===== src/rtl/watch_cu_set.sv =====
// watch_cu_set: RUN/SET control unit for the watch datapath.
// Handles field select, adjust pulses, hold-to-repeat, clear, inactivity timeout and blink.
module watch_cu_set #(
    parameter int N_FIELDS       = 3,
    parameter int SEL_W          = 2,
    parameter int CNT_W          = 32,
    parameter int HOLD_CYCLES    = 50_000_000,
    parameter int REPEAT_CYCLES  = 10_000_000,
    parameter int TIMEOUT_CYCLES = 500_000_000,
    parameter int BLINK_CYCLES   = 25_000_000
) (
    input  logic                clk,
    input  logic                reset,
    input  logic                cs,
    input  logic                i_btn_mode,
    input  logic                i_btn_next,
    input  logic                i_btn_up,
    input  logic                i_btn_down,
    output logic                o_run,
    output logic                o_clear,
    output logic                o_set_mode,
    output logic [SEL_W-1:0]    o_sel,
    output logic [N_FIELDS-1:0] o_add,
    output logic [N_FIELDS-1:0] o_sub,
    output logic                o_blink
);
    typedef enum logic {RUN, SET} state_t;
    state_t state, state_d;
    logic [SEL_W-1:0] sel_d;
    logic [N_FIELDS-1:0] add_d, sub_d, onehot;
    logic clear_d, blink_d, rep_phase, rep_phase_d, rep_fire, held, quiet;
    logic [CNT_W-1:0] rep_cnt, rep_cnt_d, to_cnt, to_cnt_d, blink_cnt, blink_cnt_d, rep_lim;
    logic [3:0] hist, btn, press;

    assign btn = {i_btn_mode, i_btn_next, i_btn_up, i_btn_down};
    assign press = btn & ~hist;
    assign held = i_btn_up ^ i_btn_down;
    assign quiet = ~|press[1:0];
    assign onehot = N_FIELDS'(1) << o_sel;
    assign o_set_mode = (state == SET);
    assign o_run = ~o_set_mode;

    always_comb begin
        state_d = state;
        sel_d = o_sel;
        add_d = '0;
        sub_d = '0;
        clear_d = 1'b0;
        blink_d = 1'b0;
        rep_cnt_d = '0;
        rep_phase_d = 1'b0;
        to_cnt_d = '0;
        blink_cnt_d = '0;
        rep_fire = 1'b0;
        rep_lim = rep_phase ? CNT_W'(REPEAT_CYCLES) : CNT_W'(HOLD_CYCLES);
        if (!cs) begin
            state_d = RUN;
            sel_d = '0;
        end else if (state == RUN) begin
            if (press[3]) begin
                state_d = SET;
                sel_d = '0;
                blink_d = 1'b1;
            end
        end else if (press[3]) begin
            state_d = RUN;
            sel_d = '0;
        end else begin
            // Repeat timer only runs while exactly one of up/down is held with no fresh press
            rep_fire = held && quiet && (rep_cnt + 1'b1 == rep_lim);
            if (held && quiet) begin
                rep_cnt_d = rep_fire ? '0 : rep_cnt + 1'b1;
                rep_phase_d = rep_phase | rep_fire;
            end
            add_d = ((press[1] & ~press[0]) | (rep_fire & i_btn_up)) ? onehot : '0;
            sub_d = ((press[0] & ~press[1]) | (rep_fire & i_btn_down)) ? onehot : '0;
            clear_d = press[1] & press[0];
            sel_d = press[2] ? ((o_sel == SEL_W'(N_FIELDS - 1)) ? '0 : o_sel + 1'b1) : o_sel;
            blink_cnt_d = (blink_cnt + 1'b1 == CNT_W'(BLINK_CYCLES)) ? '0 : blink_cnt + 1'b1;
            blink_d = (blink_cnt + 1'b1 == CNT_W'(BLINK_CYCLES)) ? ~o_blink : o_blink;
            to_cnt_d = (|press || rep_fire) ? '0 : to_cnt + 1'b1;
            if (to_cnt_d == CNT_W'(TIMEOUT_CYCLES)) begin
                state_d = RUN;
                sel_d = '0;
            end
        end
        if (state_d == RUN) begin
            blink_d = 1'b0;
            blink_cnt_d = '0;
            to_cnt_d = '0;
            rep_cnt_d = '0;
            rep_phase_d = 1'b0;
        end
    end

    // History resets high so a button held through reset release is not seen as a press
    always_ff @(posedge clk or negedge reset) begin
        if (!reset) begin
            state <= RUN;
            o_sel <= '0;
            o_add <= '0;
            o_sub <= '0;
            o_clear <= 1'b0;
            o_blink <= 1'b0;
            rep_cnt <= '0;
            rep_phase <= 1'b0;
            to_cnt <= '0;
            blink_cnt <= '0;
            hist <= '1;
        end else begin
            state <= state_d;
            o_sel <= sel_d;
            o_add <= add_d;
            o_sub <= sub_d;
            o_clear <= clear_d;
            o_blink <= blink_d;
            rep_cnt <= rep_cnt_d;
            rep_phase <= rep_phase_d;
            to_cnt <= to_cnt_d;
            blink_cnt <= blink_cnt_d;
            hist <= btn;
        end
    end
endmodule

===== config.mk =====
export PLATFORM = sky130hd
export DESIGN_NAME = watch_cu_set
export DESIGN_NICKNAME = d
export VERILOG_FILES = /design/src/rtl/watch_cu_set.sv
export SDC_FILE = /design/constraint.sdc
export NUM_CORES = 1
export LEC_CHECK = 0
export BUFFER_PORTS_ARGS = -buffer_cell sky130_fd_sc_hd__buf_2
export CAP_MARGIN = 10
export CORE_MARGIN = 2
export CORE_UTILIZATION = 55
export DETAILED_ROUTE_END_ITERATION = 8
export PLACE_DENSITY = 0.72
export SYNTH_ARGS = -nofsm -noshare
export SYNTH_HDL_FRONTEND = slang
export SYNTH_SLANG_ARGS = --single-unit

===== constraint.sdc =====
create_clock -name clk -period 5.7 [get_ports clk]
set_input_delay 1.14 -clock clk [delete_from_list [all_inputs] [get_ports clk]]
set_output_delay 1.14 -clock clk [all_outputs]
set_load 0.05 [all_outputs]

### Yosys cells after proc, flatten, opt, wreduce, memory -nomap -nowiden

Cells that the tools add are included.

| storage, ports and cells | value |
|---|---|
| bits of input ports | 7 |
| output and inout bits | 12 |
| word-level logic and storage cells | 95 |
| bits in registers | 112 |

| operators by class | value |
|---|---|
| shifts and indexed selects | 1 |
| add/subtract/negate cells | 4 |
| bitwise operators | 15 |
| reductions and logical operators | 7 |
| equality and inequality tests | 7 |
| multiplexer cells | 50 |

Operator list:

| operator | number |
|---|---|
| $mux 32 | 16 |
| $add 32x1->32 const B | 3 |
| $eq 32x25->1 const B | 1 |
| $eq 32x26->1 | 1 |
| $eq 32x29->1 const B | 1 |
| $mux 26 | 1 |
| $mux 3 | 8 |
| $mux 1 | 18 |
| $mux 2 | 7 |
| $and 1x1->1 | 5 |
| $ne 5x3->1 const B | 1 |
| $and 4x4->4 | 1 |
| $ne 4x1->1 const B | 1 |
| $not 1->1 | 4 |
| $not 4->4 | 1 |
| $reduce_or 4->1 | 1 |
| $ne 3x1->1 const B | 1 |
| $or 1x1->1 | 3 |
| $shl 1x2->3 const A | 1 |
| $add 2x1->2 const B | 1 |
| $eq 2x2->1 const B | 1 |
| $logic_and 1x1->1 | 2 |
| $reduce_and 2->1 | 1 |
| $reduce_or 2->1 | 1 |
| other kinds (3) | 3 |

### Depth between registers and ports, before layout

| logic depth | value |
|---|---|
| word-level depth | 14 |
| gate-level depth with buffers | 14 |
| gate-level depth less buffers | 9 |

### Least setup slack after synthesis

No wires, ideal clock.

| timing path | value |
|---|---|
| kind | register to register |
| start point | reg to_cnt[0] |
| end point | reg rep_cnt[11] |
| period minus slack after synthesis | 3.420 ns |
| library setup time | 0.143 ns |
| cell stages (with the launch flop) | 14 |
| data arrival time | 3.276 ns |
| data required time | 5.557 ns |
| buffers on the path | 4 |
| setup slack | 2.280 ns |
| cell sequence | dfrtp_1 -> ha_1 -> clkbuf_1 -> nand4_1 -> or4b_2 -> a2111o_1 -> a22o_1 -> nor4_1 -> nand4b_1 -> o21bai_1 -> buf_2 -> buf_6 -> buf_6 -> nor3_2 |

| on the way | value |
|---|---|
| word-level cells in the longest chain between the ends | 8 |

Ends and longest elaborated chain:

| element | line | text |
|---|---|---|
| start: declaration | 32 | `logic [CNT_W-1:0] rep_cnt, rep_cnt_d, to_cnt, to_cnt_d, blink_cnt, blink_cnt_d, rep_lim;` |
| start signal: assignment | 119 | `to_cnt <= to_cnt_d;` |
| $add 32x1->32 | 81 | `to_cnt_d = (\|press \|\| rep_fire) ? '0 : to_cnt + 1'b1;` |
| $mux 32 | 81 |  |
| $eq 32x29->1 | 82 | `if (to_cnt_d == CNT_W'(TIMEOUT_CYCLES)) begin` |
| $mux 1 | 82 |  |
| $mux 1 | 65 | `end else if (press[3]) begin` |
| $mux 1 | 59 | `end else if (state == RUN) begin` |
| $mux 1 | 56 | `if (!cs) begin` |
| $mux 32 | 87 | `if (state_d == RUN) begin` |
| named net rep_cnt_d[11] | 32 |  |
| end signal: assignment | 117 | `rep_cnt <= rep_cnt_d;` |
| end: declaration | 32 |  |

The timed path passes the listed nets, and every way through them passes these cells.
A chain may end at the register's enable or synchronous reset.

### Worst setup path after layout

| timing path | value |
|---|---|
| start point | reg to_cnt[0] |
| end point | reg blink_cnt[21] |

| on the way | value |
|---|---|
| word-level cells in the longest chain between the ends | 8 |

Ends and longest elaborated chain:

| element | line | text |
|---|---|---|
| $add 32x1->32 | 81 |  |
| $mux 32 | 81 |  |
| $eq 32x29->1 | 82 |  |
| $mux 1 | 82 |  |
| $mux 1 | 65 |  |
| $mux 1 | 59 |  |
| $mux 1 | 56 |  |
| $mux 32 | 87 |  |
| named net blink_cnt_d[21] | 32 |  |
| end signal: assignment | 120 | `blink_cnt <= blink_cnt_d;` |
| end: declaration | 32 |  |

The timed path passes the listed nets, and every way through them passes these cells.

==> impl_metrics.yaml <==
cts:
  cts_resized: 0
  cts_buffers: 9
  cts_tree: "yes"
  cts_setup_buffers: 0
  htreeDepth: 3
  clk_latency_ps: 360
  root_buffer: "clkbuf_16"
  cts.sink_count: 112
  cts_max_path_buffers: 2
  clkTransAtPathRegs_ps: 80
  ctsHoldBuffers: 0
place:
  dp_hpwl_um: 11100
  pre_cts_ws_ps: 964
  io_buffers: 18
  gp_congestion: 0.941
yosys:
  synth_flop_cell: "dfrtp_1"
  syn_area_per_cell_um2: 9.17
  synth_async_sr_flop_share: 1.00
  yosysTopAreaCell: "dfrtp_1"
  yosysMostFrequentCell: "dfrtp_1"
  synth-seq-area-share: 0.395
  synth_warnings: 0
  synth.net_count: 787
  synth_top_area_frac: 0.380
  synth_edf_count: 0
  synth.cell_area_um2: 7110
  ys_top_cells_by_count: "dfrtp_1 (108), nor4_1 (62), nand3_1 (53)"
  syn-instance-count: 776
  yosys-top-cells-area: "dfrtp_1 (38%), xnor2_1 (6.0%), nor4_1 (5.5%), xor2_1 (5.3%), nand3_1 (3.7%)"
  ys_types: 67
  ys_seq_elements: 112
cells_and_area:
  multiInputGateArea_um2: 4030
  fill_cells: 1119
  drive_gt1_frac: 0.118
  register_area_um2: 2810
  syn2layout_area_growth_pct: 6.00
  fin_nets: 770
  diodes: 0
global_routing:
  antenna_found_initial: 0
  overflow: 0
  grt_usage: 0.245
  grt_pass1_wl_um: 28300
  grt_pass1_vias: 5789
  grt_start_max_net_pins: 82
setup_path:
  r2r_setup_slack_ps: 920
  worstPathMaxFanout: 81
  path_class: "reg2reg"
  crit_path_cell_trace: "ha_1, nand4_1, or4b_2, a2111o_1, a22o_1, nor4_1, nand4b_1, o21bai_4, buf_4, nor3_1"
  cp.buffers_inverters: 1
  required_ps: 5900
  max_stage_delay_ps: 790
  reg2regPathDepth: 10
  crit_family: "simple AND/OR/NAND/NOR gates"
  start_kind: "register"
  arrival_ps: 4980
  rr_startpoint: "to_cnt[0]"
  crit_path_top_delay_cell: "buf_4"
  r2r-end: "blink_cnt[21]"
  cp-end-kind: "register"
run:
  drv_cap: 0
floorplan:
  coreArea_um2: 12600
  ios: 19
  dieWidth_um: 118
  rows: 41
  dieArea_um2: 13900
  die_h_um: 118
  initial_core_util: 0.564
sta:
  fin_ws_ps: 916
  hold_violations: 0
  final-setup-viol-count: 0
  fmax_ghz: 0.209
  min_period_ps: 4780
  worstMarginPinSlew_ps: 963
  relSlewSlack: 0.358
  rsz0062_at_grt: "no"
  period_share: 0.839
  skew_ps: 9.39
  drv_slew: 0
  setup_tns_ps: 0
route:
  drc: 0
  vias_per_cell: 6.55
  num_vias: 6131
  wirelength_um: 16400
  first_pass_iters: 5
  wl_per_cell_um: 17.5
  drtAntennaViolNets: 0
  drt-initial-drc-count: 519
worst_hold_path:
  min_from: "blink_cnt[0]"
  holdPathEnd: "blink_cnt[0]"
  whs_path_depth: 1
  min_path_type: "reg2reg"
power:
  power_density_nw_per_um2: 195
  p_leak_nw: 2.64
  max-vdd-ir-drop_mv: 0.164
status:
  outcome: "complete, no violations"
==> power breakdown <==
group,internal [W],switching (W),leakage [nW]
Sequential,0.000798,0.00000297,1.55
Combinational,0.0000111,0.0000497,0.954
Clock,0.000302,0.000308,0.136
Total,0.00111,0.000360,2.64
==> flip-flops by register name, indices dropped and copies added, names as in the netlist <==
name and cells:
o_blink 1, o_clear 1, o_sub 3, blink_cnt 32, rep_phase 1, rep_cnt 32, o_sel 2, o_add 3
hist 4, to_cnt 32, o_set_mode 1
==> layer usage <==
| metal | vias to the layer above | track usage | wire length [µm] |
|---|---|---|---|
| li1 | 2874 | - | - |
| met1 | 3006 | 0.332 | 7420 |
| met2 | 218 | 0.393 | 7740 |
| met3 | 33 | 0.0552 | 891 |
| met4 | 0 | 0.0768 | 336 |
| met5 | - | 0 | 0 |
==> worst max-delay path by stage <==
stage / from / to / slack [ps] / cells after the start
after floorplan: to_cnt[0] / rep_cnt[11] / 2280 / 13
after global placement: to_cnt[0] / blink_cnt[10] / 1050 / 10
after detailed placement: to_cnt[0] / blink_cnt[4] / 960 / 10
after CTS: to_cnt[0] / blink_cnt[3] / 930 / 10
after global routing: to_cnt[0] / blink_cnt[3] / 590 / 10
final: to_cnt[0] / blink_cnt[21] / 920 / 10
==> stage by stage <==
| stage | cells | hold WS [ps] | utilization | total power, W | area, µm² |
|---|---|---|---|---|---|
| after floorplan | 776 | 475 | - | 0.000851 | 7110 |
| after global placement | 920 | 502 | 0.575 | 0.000877 | 7260 |
| after detailed placement | 920 | 521 | 0.575 | 0.000879 | 7260 |
| after CTS | 936 | 534 | 0.598 | 0.00149 | 7540 |
| after global routing | 936 | 569 | 0.598 | 0.00153 | 7540 |
| final | 936 | 527 | 0.598 | 0.00147 | 7540 |
==> logic make-up after synthesis <==
logic type,synth area share
XOR/XNOR,0.113
multiplexers,0.00580
adder cells (fa/ha/maj),0.00704
AO/OA/AOI/OAI,0.0890
flip-flops,0.395
AND/OR/NAND/NOR,0.347
buffers and inverters,0.0429
==> placed cells by master, fill, tap and decap left out, types with 5 or more instances in the layout <==
| cell type | instances |
|---|---|
| nand2b_1 | 8 |
| nand4_1 | 36 |
| clkbuf_16 | 9 |
| o21ai_0 | 16 |
| nor4_1 | 62 |
| nor2_1 | 41 |
| and4_1 | 11 |
| nor4b_1 | 8 |
| nor2b_1 | 11 |
| nor3_2 | 16 |
| nand2_1 | 48 |
| and3_1 | 19 |
| buf_4 | 10 |
| xnor2_1 | 49 |
| or2_2 | 5 |
| and2_1 | 5 |
| nor3_1 | 49 |
| dfrtp_1 | 108 |
| a211oi_1 | 5 |
| o311ai_0 | 5 |
| nor3b_1 | 9 |
| a21oi_1 | 7 |
| xor2_1 | 43 |
| or3_1 | 11 |
| buf_2 | 17 |
| inv_1 | 12 |
| nand3_1 | 53 |
==> final cells by class <==
cell class	count	area share
Multi-Input combinational cell	597	0.535
Clock inverter	7	0.00747
Clock buffer	9	0.0299
Tap cell	172	0.0285
Sequential cell	112	0.372
Timing Repair Buffer	27	0.0212
Inverter	12	0.00597
Power figures use the tool's default switching activity.
